## src/rtl/led_pkg.sv

```systemverilog
// Shared definitions for the LED row scanner: default geometry, scan state
// encoding and the all-off column word.
package led_pkg;

   localparam int ROWS_DEF     = 8;
   localparam int COLS_DEF     = 8;
   // Widest column word col_off can describe; callers cast down to COLS.
   localparam int COL_WORD_MAX = 64;

   typedef enum logic {
      ST_BLANK = 1'b0,
      ST_DRIVE = 1'b1
   } state_t;

   // Column word that leaves every LED in a row dark.
   function automatic logic [COL_WORD_MAX-1:0] col_off(input logic active_low);
      logic [COL_WORD_MAX-1:0] word;
      if (active_low) begin
         word = {COL_WORD_MAX{1'b1}};
      end else begin
         word = {COL_WORD_MAX{1'b0}};
      end
      return word;
   endfunction

endpackage

```

## src/rtl/led_frame_buffer.sv

```systemverilog
// Double buffer for the LED scanner: a shadow frame accepted over a
// valid/ready handshake, and the active frame that is only replaced on swap.
module led_frame_buffer #(
   parameter int N = 64
) (
   input  logic         clk_i,
   input  logic         rst_ni,
   input  logic [N-1:0] frame_data_i,
   input  logic         frame_valid_i,
   input  logic         swap_i,
   output logic         frame_ready_o,
   output logic [N-1:0] active_o
);

   logic [N-1:0] shadow_q, shadow_d;
   logic [N-1:0] active_q, active_d;
   // ready_q is high while the shadow is empty (the inverse of shadow_full).
   logic         ready_q,  ready_d;

   // Swap a pending shadow into the active buffer, otherwise accept a load.
   // A swap needs a full shadow and a load needs an empty one, so they never collide.
   always_comb begin
      shadow_d = shadow_q;
      active_d = active_q;
      ready_d  = ready_q;
      if (swap_i && !ready_q) begin
         active_d = shadow_q;
         ready_d  = 1'b1;
      end else if (frame_valid_i && ready_q) begin
         shadow_d = frame_data_i;
         ready_d  = 1'b0;
      end else begin
         ready_d  = ready_q;
      end
   end

   // Buffer registers; reset discards any pending frame and blanks the display.
   always_ff @(posedge clk_i) begin
      if (!rst_ni) begin
         shadow_q <= {N{1'b0}};
         active_q <= {N{1'b0}};
         ready_q  <= 1'b1;
      end else begin
         shadow_q <= shadow_d;
         active_q <= active_d;
         ready_q  <= ready_d;
      end
   end

   assign frame_ready_o = ready_q;
   assign active_o      = active_q;

endmodule

```

## src/rtl/led_row_scanner.sv

```systemverilog
// LED matrix row scanner: blanks, then drives each row of the active frame
// for a fixed dwell, and swaps in a new frame only after the last row.
module led_row_scanner
   import led_pkg::*;
#(
   parameter int ROWS           = ROWS_DEF,
   parameter int COLS           = COLS_DEF,
   parameter int DWELL          = 1000,
   parameter int BLANK          = 2,
   parameter int COL_ACTIVE_LOW = 1
) (
   input  logic                 clk,
   input  logic                 rst,
   input  logic [ROWS*COLS-1:0] frame_data,
   input  logic                 frame_valid,
   output logic                 frame_ready,
   output logic                 frame_done,
   output logic [ROWS-1:0]      row,
   output logic [COLS-1:0]      column
);

   localparam int CNT_MAX = (DWELL > BLANK) ? DWELL : BLANK;
   // The counter holds the full phase length, so it needs CNT_MAX+1 codes.
   localparam int CNT_W   = $clog2(CNT_MAX + 1);
   localparam int IDX_W   = (ROWS > 1) ? $clog2(ROWS) : 1;

   localparam logic [CNT_W-1:0] DWELL_C  = CNT_W'(DWELL);
   localparam logic [CNT_W-1:0] BLANK_C  = CNT_W'(BLANK);
   localparam logic [CNT_W-1:0] CNT_ONE  = CNT_W'(1);
   localparam logic [CNT_W-1:0] CNT_ZERO = CNT_W'(0);
   localparam logic [IDX_W-1:0] LAST_IDX = IDX_W'(ROWS - 1);
   localparam logic [IDX_W-1:0] IDX_ONE  = IDX_W'(1);
   localparam logic [IDX_W-1:0] IDX_ZERO = IDX_W'(0);
   localparam logic [ROWS-1:0]  ROW_ONE  = ROWS'(1);
   localparam logic [ROWS-1:0]  ROW_OFF  = ROWS'(0);
   localparam logic [COLS-1:0]  COL_OFF  = COLS'(col_off(COL_ACTIVE_LOW != 0));

   state_t             state_q, state_d;
   logic [CNT_W-1:0]   cnt_q,   cnt_d;
   logic [IDX_W-1:0]   idx_q,   idx_d;
   logic [ROWS-1:0]    row_q,   row_d;
   logic [COLS-1:0]    col_q,   col_d;
   logic               done_q,  done_d;
   logic [ROWS*COLS-1:0] active_s;

   // The boundary cycle is flagged by done_q; the buffer swaps at its closing edge.
   led_frame_buffer #(
      .N (ROWS*COLS)
   ) u_frame_buffer (
      .clk_i         (clk),
      .rst_ni        (rst),
      .frame_data_i  (frame_data),
      .frame_valid_i (frame_valid),
      .swap_i        (done_q),
      .frame_ready_o (frame_ready),
      .active_o      (active_s)
   );

   // Phase sequencing on one down-counter: a phase ends when the count is 1.
   // A count of 0 only exists right after reset and loads the current phase,
   // which makes the first blank after reset one cycle longer.
   always_comb begin
      state_d = state_q;
      cnt_d   = cnt_q;
      idx_d   = idx_q;
      if (cnt_q == CNT_ZERO) begin
         cnt_d = (state_q == ST_DRIVE) ? DWELL_C : BLANK_C;
      end else if (cnt_q == CNT_ONE) begin
         if (state_q == ST_BLANK) begin
            state_d = ST_DRIVE;
            cnt_d   = DWELL_C;
         end else begin
            state_d = ST_BLANK;
            cnt_d   = BLANK_C;
            idx_d   = (idx_q == LAST_IDX) ? IDX_ZERO : idx_q + IDX_ONE;
         end
      end else begin
         cnt_d = cnt_q - CNT_ONE;
      end
   end

   // Output drive for the next cycle, so row/column/done stay registered and
   // change in the same cycle as the state.
   always_comb begin
      row_d  = ROW_OFF;
      col_d  = COL_OFF;
      done_d = 1'b0;
      if (state_d == ST_DRIVE) begin
         row_d  = ROW_ONE << idx_d;
         col_d  = active_s[int'(idx_d)*COLS +: COLS] ^ COL_OFF;
         done_d = (idx_d == LAST_IDX) && (cnt_d == CNT_ONE);
      end else begin
         row_d  = ROW_OFF;
         col_d  = COL_OFF;
         done_d = 1'b0;
      end
   end

   // Scan state and output registers; reset may land mid-frame and blanks at once.
   always_ff @(posedge clk) begin
      if (!rst) begin
         state_q <= ST_BLANK;
         cnt_q   <= CNT_ZERO;
         idx_q   <= IDX_ZERO;
         row_q   <= ROW_OFF;
         col_q   <= COL_OFF;
         done_q  <= 1'b0;
      end else begin
         state_q <= state_d;
         cnt_q   <= cnt_d;
         idx_q   <= idx_d;
         row_q   <= row_d;
         col_q   <= col_d;
         done_q  <= done_d;
      end
   end

   assign row        = row_q;
   assign column     = col_q;
   assign frame_done = done_q;

endmodule
```

## config.mk

```make
export PLATFORM = sky130hd
export DESIGN_NAME = led_row_scanner
export DESIGN_NICKNAME = d
export VERILOG_FILES = /design/src/rtl/led_pkg.sv /design/src/rtl/led_frame_buffer.sv /design/src/rtl/led_row_scanner.sv
export SDC_FILE = /design/constraint.sdc
export NUM_CORES = 1
export LEC_CHECK = 0
export BUFFER_PORTS_ARGS = -buffer_cell sky130_fd_sc_hd__buf_2
export CORE_ASPECT_RATIO = 1.25
export CORE_MARGIN = 2
export CORE_UTILIZATION = 40
export CTS_BUF_LIST = sky130_fd_sc_hd__clkbuf_4 sky130_fd_sc_hd__clkbuf_8
export DETAILED_ROUTE_END_ITERATION = 10
export PLACE_DENSITY = 0.64
export SYNTH_ARGS = -nofsm -noshare
export SYNTH_HDL_FRONTEND = slang
export SYNTH_HIERARCHICAL = 1
export SYNTH_SLANG_ARGS = --single-unit
```

## constraint.sdc

```tcl
create_clock -name clk -period 3.1 [get_ports clk]
set_clock_uncertainty 0.1 [all_clocks]
set_input_delay 0.155 -clock clk [delete_from_list [all_inputs] [get_ports clk]]
set_output_delay 0.155 -clock clk [all_outputs]
set_load 0.01 [all_outputs]
```

==> results of run 1 <==
==> stage by stage <==
stage	utilization (%)	hold slack (ns)	instance area [um2]
after detailed placement	43.3	0.308	7300
after global placement	43.3	0.302	7300
after floorplan	-	0.198	6870
after CTS	49.8	0.0738	8390
final	49.8	0.0829	8390
after global routing	49.8	0.0697	8390
==> flip-flops by register name (all words and copies together), names as in the netlist <==
signal                        count
cnt_q                            10
column                            8
frame_done                        1
idx_q                             3
row                               8
state_q                           1
u_frame_buffer/active_o          64
u_frame_buffer/frame_ready_o      1
u_frame_buffer/shadow_q          64
==> how the worst max path moves through the flow <==
stage / startpoint / end / slack, ns / depth (start not counted)
after floorplan: cnt_q[0]$_SDFF_PN0_ / column[1]$_SDFF_PN1_ / 0.51 / 9
after global placement: cnt_q[0]$_SDFF_PN0_ / column[7]$_SDFF_PN1_ / 0.51 / 8
after detailed placement: cnt_q[0]$_SDFF_PN0_ / column[5]$_SDFF_PN1_ / 0.48 / 8
after CTS: cnt_q[0]$_SDFF_PN0_ / column[7]$_SDFF_PN1_ / 0.45 / 8
after global routing: cnt_q[0]$_SDFF_PN0_ / column[6]$_SDFF_PN1_ / 0.27 / 8
final: cnt_q[0]$_SDFF_PN0_ / column[7]$_SDFF_PN1_ / 0.43 / 8
==> area by class of cell <==
class                           count  area share (%)
Multi-Input combinational cell    501            37.8
Inverter                           19           0.850
Clock inverter                     11            1.57
Tap cell                          220            3.28
Clock buffer                       21            3.22
Timing Repair Buffer              169            15.0
Sequential cell                   160            38.2
==> cells in the final DEF (no fill, tap or decap), types with 4 or more instances in the layout <==
master | synthesis | routed
dfxtp_1 | 160 | 159
nand2_1 | 143 | 143
buf_2 | 35 | 83
dlygate4sd3_1 | 0 | 69
mux2i_1 | 66 | 66
nand4_1 | 66 | 66
o21ai_1 | 66 | 66
a211oi_1 | 32 | 32
nor2_1 | 22 | 22
inv_1 | 19 | 19
clkbuf_8 | 0 | 18
buf_4 | 9 | 14
o221ai_1 | 9 | 9
a21oi_1 | 9 | 9
o22ai_1 | 8 | 8
o32a_1 | 7 | 7
xnor2_1 | 6 | 6
nor3_1 | 5 | 5
nand3b_1 | 4 | 4
nand3_1 | 4 | 4
mux2_2 | 4 | 4
ha_1 | 4 | 4
==> power groups by stage <==
stage | sequential (mW) | combinational [mW] | clock, mW
floorplan | 2.26 | 0.726 | 0
global placement | 2.32 | 0.883 | 0
detailed placement | 2.32 | 0.896 | 0
CTS | 2.27 | 0.965 | 1.57
global route | 2.29 | 1.05 | 1.67
finish | 2.27 | 0.968 | 1.53
==> cells by family after synthesis <==
group / share of synthesized area (%)
simple gates: 19.2
flops: 46.6
compound gates: 14.1
buf+inv: 7.14
mux: 11.2
xor+xnor: 1.02
fa+ha+maj: 0.729
==> layer usage <==
metal  vias to the layer above  share of wire, %
met3                        31               3.2
met1                      2751                43
li1                       2933                 -
met2                       132                50
met4                         0               3.1
met5                         -                 0
==> critical path, delay by kind of cell, from the launching register on <==
family                     cells  cell delay (ns)
AOI/OAI and AO/OA              3             0.69
adders and majority gates      1             0.24
buffers and inverters          2             0.31
DFF                            1             0.43
and+or+nand+nor                2             0.78
==> summary.txt, run 1 <==
Setup TNS: 0 ns
Num rows: 53
Vias after detailed routing: 5847
Sw power: 1.40 mW
Worst slew pin tran: 0.717 ns
Core region area: 0.0168 mm2
Flop-to-flop setup slack: 0.43 ns
Switch share: 29.4%
Final wirelength: 17900 um
Fin. max-slew vios: 0
Initial Util: 40.8%
Sequential share of power: 47.7%
Post-synth EDFFs: 0
Kind of critical path: reg -> reg
Initial antenna violation count: 0
Worst-path clk slew: 0.08 ns
Seq/Total Area, Yosys: 46.6%
Pwr dens: 569 mW/mm2
# IOs: 85
# hold bufs at CTS: 69
Worst Hold Class: in -> reg
H-tree depth: 4
Worst Path Max Fanout: 9
Layout cell share with drive strength beyond 1: 16.9%
Cell-internal power: 3.37 mW
Post-DRT Antenna Nets: 0
Maximum VDD drop: 0.000229 V
Largest net degree at the start of global routing: 160
CP endpoint kind: register
Grt met1 use: 24.6%
Avg WL per Cell: 16.2 um
Worst r2r src: cnt_q[0]$_SDFF_PN0_
Most common cell in the netlist: dfxtp_1
DR pass1 iterations: 7
Combinational share of power: 20.3%
Syn_nets: 817
Final Power: 4.77 mW
Status: finished clean
Min-delay src: frame_valid
Post-synth top cells: dfxtp_1, nand2_1, mux2i_1, nand4_1, o21ai_1
CTS tree: built
CTS max path bufs: 2
Placed cells: 1000
Filler cell count: 1652
WHS Endpoint: u_frame_buffer/frame_ready_o$_SDFFE_PP1P_
Critical Path AT: 2.91 ns
Ys async rst share: 0%
Post-synthesis cell area: 0.00687 mm2
Post-place setup slack: 0.480 ns
DRC Markers: 0
GRT Total Usage: 20.3%
Period minus WS final: 2.67 ns
Synth warn: 6
N_diodes: 0
Vias per cell: 5.31
Clock power frac: 32.1%
Worst EP required: 3.34 ns
Leak Pwr: 3.52 nW
GR peak layer: met2
Period utilisation layout: 86.3%
Register Area: 0.00320 mm2
Post-CTS setup buffers: 0
Ranking of synthesized cells by area: dfxtp_1, mux2i_1, nand2_1
Crit Reg-Reg Endpoint: column[7]$_SDFF_PN1_
Final setup margin: 0.425 ns
GR Util met3: 3.86%
Largest area contributor in the netlist: dfxtp_1
Worst path max stage delay: 0.45 ns
GPL Wtd Cong: 0.854
Clk Latency, worst-skew pair: 0.46 ns
Die X-Extent: 121 um
NumNets Final: 939
Mapped Cells: 746
Area Overhead vs Synth: 22.2%
R2r worst-path depth: 8
Met2 Use GR: 34.7%
Number of distinct library cells after synthesis: 57
First-pass GRT wire length: 28500 um
# clock sinks: 160
Final hold violation count: 0
Die Footprint: 0.0182 mm2
Max Cap Viol: 0
Setup violations, final: 0
Number of port buffers: 84
Die extent in y: 150 um
CP Cell Sequence: inv_1 > ha_1 > nor4b_4 > and4_1 > a21o_1 > buf_4 > a211oi_1 > o32a_1
Multi-input logic area: 0.00317 mm2
Max Fclk: 374 MHz
Yosys reg bits: 160
Synth top area share: 46.6%
Ys flop type: dfxtp_1
Hold path depth: 3
Clock root buffer: clkbuf_8
Gr ovfl total: 0
RSZ-0062 raised after global routing: no
Avg Cell Area, Syn: 9.20 um2
Vias in the first global route: 5485
CTS resizes: 0
Slew headroom: 52.2%
DPL Wire Length: 12000 um
DRT iter0 DRCs: 430
Num CTS Buffers: 17
Post-Layout Cell Count: 1101
Worst setup SP type: register
Slowest-stage cell, CP: and4_1
(Power assumes the default switching activity.)
==> run 2, diff against run 1 <==
==> constraint.sdc (replaced) <==
create_clock -name clk -period 3.3 [get_ports clk]
set_clock_uncertainty 0.1 [all_clocks]
set_input_delay 0.165 -clock clk [delete_from_list [all_inputs] [get_ports clk]]
set_output_delay 0.165 -clock clk [all_outputs]
set_load 0.01 [all_outputs]
==> run 2 against run 1 <==
Effect of this change: power decreased by 5.8%; sequential power decreased by 6%; via count decreased by 0.94%; critical path depth decreased by 1; non-clock buffer count decreased by 8; count of clock-buffer cells in the layout unchanged; clock power decreased by 4%.
==> summary.txt, run 2 (synthesized netlist as in run 1, its figures left out) <==
Status: finished clean
Setup TNS: 0 ns (unchanged)
Worst Hold Class: in -> reg
R2r worst-path depth: 7 (-1)
Vias in the first global route: 5438 (-0.86%)
# IOs: 85 (unchanged)
Vias per cell: 5.30 (-0.22%)
DR pass1 iterations: 6 (-1)
Clk Latency, worst-skew pair: 0.46 ns (about the same)
Avg WL per Cell: 16.0 um (-1.3%)
Fin. max-slew vios: 0 (unchanged)
Setup violations, final: 0 (unchanged)
Critical Path AT: 3.22 ns (+0.31 ns)
CP endpoint kind: register
Worst Path Max Fanout: 16 (+7)
Num rows: 53 (unchanged)
Util after Layout: 49.5% (-0.27 points)
Final setup margin: 0.329 ns (-0.0964 ns)
Max Fclk: 337 MHz (-10%)
CTS resizes: 0 (unchanged)
Worst slew pin tran: 0.767 ns (+0.0495 ns)
Worst path max stage delay: 0.51 ns (+0.06 ns)
DRC Markers: 0 (unchanged)
Final Instance Area: 0.00834 mm2 (-0.54%)
Period minus WS final: 2.97 ns (+0.296 ns)
Number of port buffers: 84 (unchanged)
DPL Wire Length: 11700 um (-2.6%)
Die extent in y: 150 um (unchanged)
Maximum VDD drop: 0.000217 V (-5.4%)
Pwr dens: 538 mW/mm2 (-5.3%)
Worst EP required: 3.54 ns (+0.20 ns)
Initial Util: 40.8% (unchanged)
Area Overhead vs Synth: 21.5%
Gr ovfl total: 0 (unchanged)
N_diodes: 0 (unchanged)
Num CTS Buffers: 17 (unchanged)
Slew headroom: 48.9% (-3.3 points)
Post-DRT Antenna Nets: 0 (unchanged)
Commonest non-fill, non-tap cell in the layout: dfxtp_1
CTS tree: built
RSZ-0062 raised after global routing: no
Final wirelength: 17500 um (-2.0%)
Kind of critical path: reg -> reg
Max Cap Viol: 0 (unchanged)
Leak Pwr: 3.49 nW (-0.85%)
GRT Total Usage: 19.7% (-0.59 points)
Slowest-stage cell, CP: a21o_1
Crit. path cell count: 7 (-1)
First-pass GRT wire length: 27800 um (-2.3%)
Core region area: 0.0168 mm2 (unchanged)
Hold path depth: 4 (+1)
Period utilisation layout: 90.0% (+3.8 points)
CP Buf/Inv Count: 1 (-1)
H-tree depth: 4 (unchanged)
Worst-path clk slew: 0.09 ns (about the same)
CP Cell Sequence: inv_1 > ha_1 > nor4b_4 > and4_1 > a21o_1 > a211oi_1 > o32a_1
Post-Layout Cell Count: 1093 (-0.73%)
Largest net degree at the start of global routing: 140 (-13%)
NumNets Final: 931 (-0.85%)
CTS max path bufs: 2 (unchanged)
Post-CTS setup buffers: 0 (unchanged)
Hold_ws: 0.274 ns (+0.191 ns)
Layout cell share with drive strength beyond 1: 16.6% (-0.30 points)
Post-place setup slack: 0.391 ns (-0.0886 ns)
Die Footprint: 0.0182 mm2 (unchanged)
Commonest non-fill, non-tap cells in the layout: dfxtp_1, nand2_1, buf_2
Placed cells: 996 (-0.40%)
Clock root buffer: clkbuf_8
# clock sinks: 160 (unchanged)
DRT iter0 DRCs: 410 (-4.7%)
Worst setup SP type: register
GPL Wtd Cong: 0.905 (+6.0%)
Area after DPL: 0.00728 mm2 (-0.24%)
CP top delay family: compound AO/OA/AOI/OAI gates
Initial antenna violation count: 0 (unchanged)
# hold bufs at CTS: 65 (-5.8%)
Die X-Extent: 121 um (unchanged)
Final hold violation count: 0 (unchanged)
Final Power: 4.49 mW (-5.8%)
Vias after detailed routing: 5792 (-0.94%)
run 2: cell count changes in the layout (fill, tap and decap cells not counted), sizes merged:
cell         previous run  this run
buf                   100        96
clkinv                  4         5
dlygate4sd3            69        65
inv                    21        20
run 2: layout make-up:
type	instances	area (um2)
Clock buffer	21	283
Clock inverter	11	131
Fill cell	1617	8500
Inverter	19	71.3
Multi-Input combinational cell	501	3170
Sequential cell	160	3200
Tap cell	220	275
Timing Repair Buffer	161	1200
run 2: where the power goes:
part           total, mW  leakage (nW)  internal [mW]  switching [mW]
sequential          2.13          1.30           2.03          0.0995
combinational      0.887          1.98          0.393           0.494
clock               1.47         0.202          0.746           0.729
total               4.49          3.49           3.17            1.32
run 2: per-layer routing:
metal / vias to the layer above / global-route usage, % / part of all wire (%)
li1: 2913 / - / -
met1: 2734 / 23.7 / 43
met2: 113 / 34.1 / 50
met3: 32 / 3.48 / 3.5
met4: 0 / 8.91 / 3.0
met5: - / 0 / 0
run 2: worst reg2reg max path, cell delays in order (launching register included):
cell and delay [ns]:
dfxtp_1 0.44, inv_1 0.09, ha_1 0.33, nor4b_4 0.49, and4_1 0.43, a21o_1 0.51
a211oi_1 0.17, o32a_1 0.31
run 2: worst paths after layout:
check                                           start                                  endpoint  slack (ns)
max                               cnt_q[0]$_SDFF_PN0_                      column[5]$_SDFF_PN1_        0.33
min                                       frame_valid  u_frame_buffer/shadow_q[52]$_SDFFE_PN0P_        0.27
min reg2reg  u_frame_buffer/shadow_q[21]$_SDFFE_PN0P_  u_frame_buffer/shadow_q[21]$_SDFFE_PN0P_        0.36
max reg2reg                       cnt_q[0]$_SDFF_PN0_                      column[5]$_SDFF_PN1_        0.33
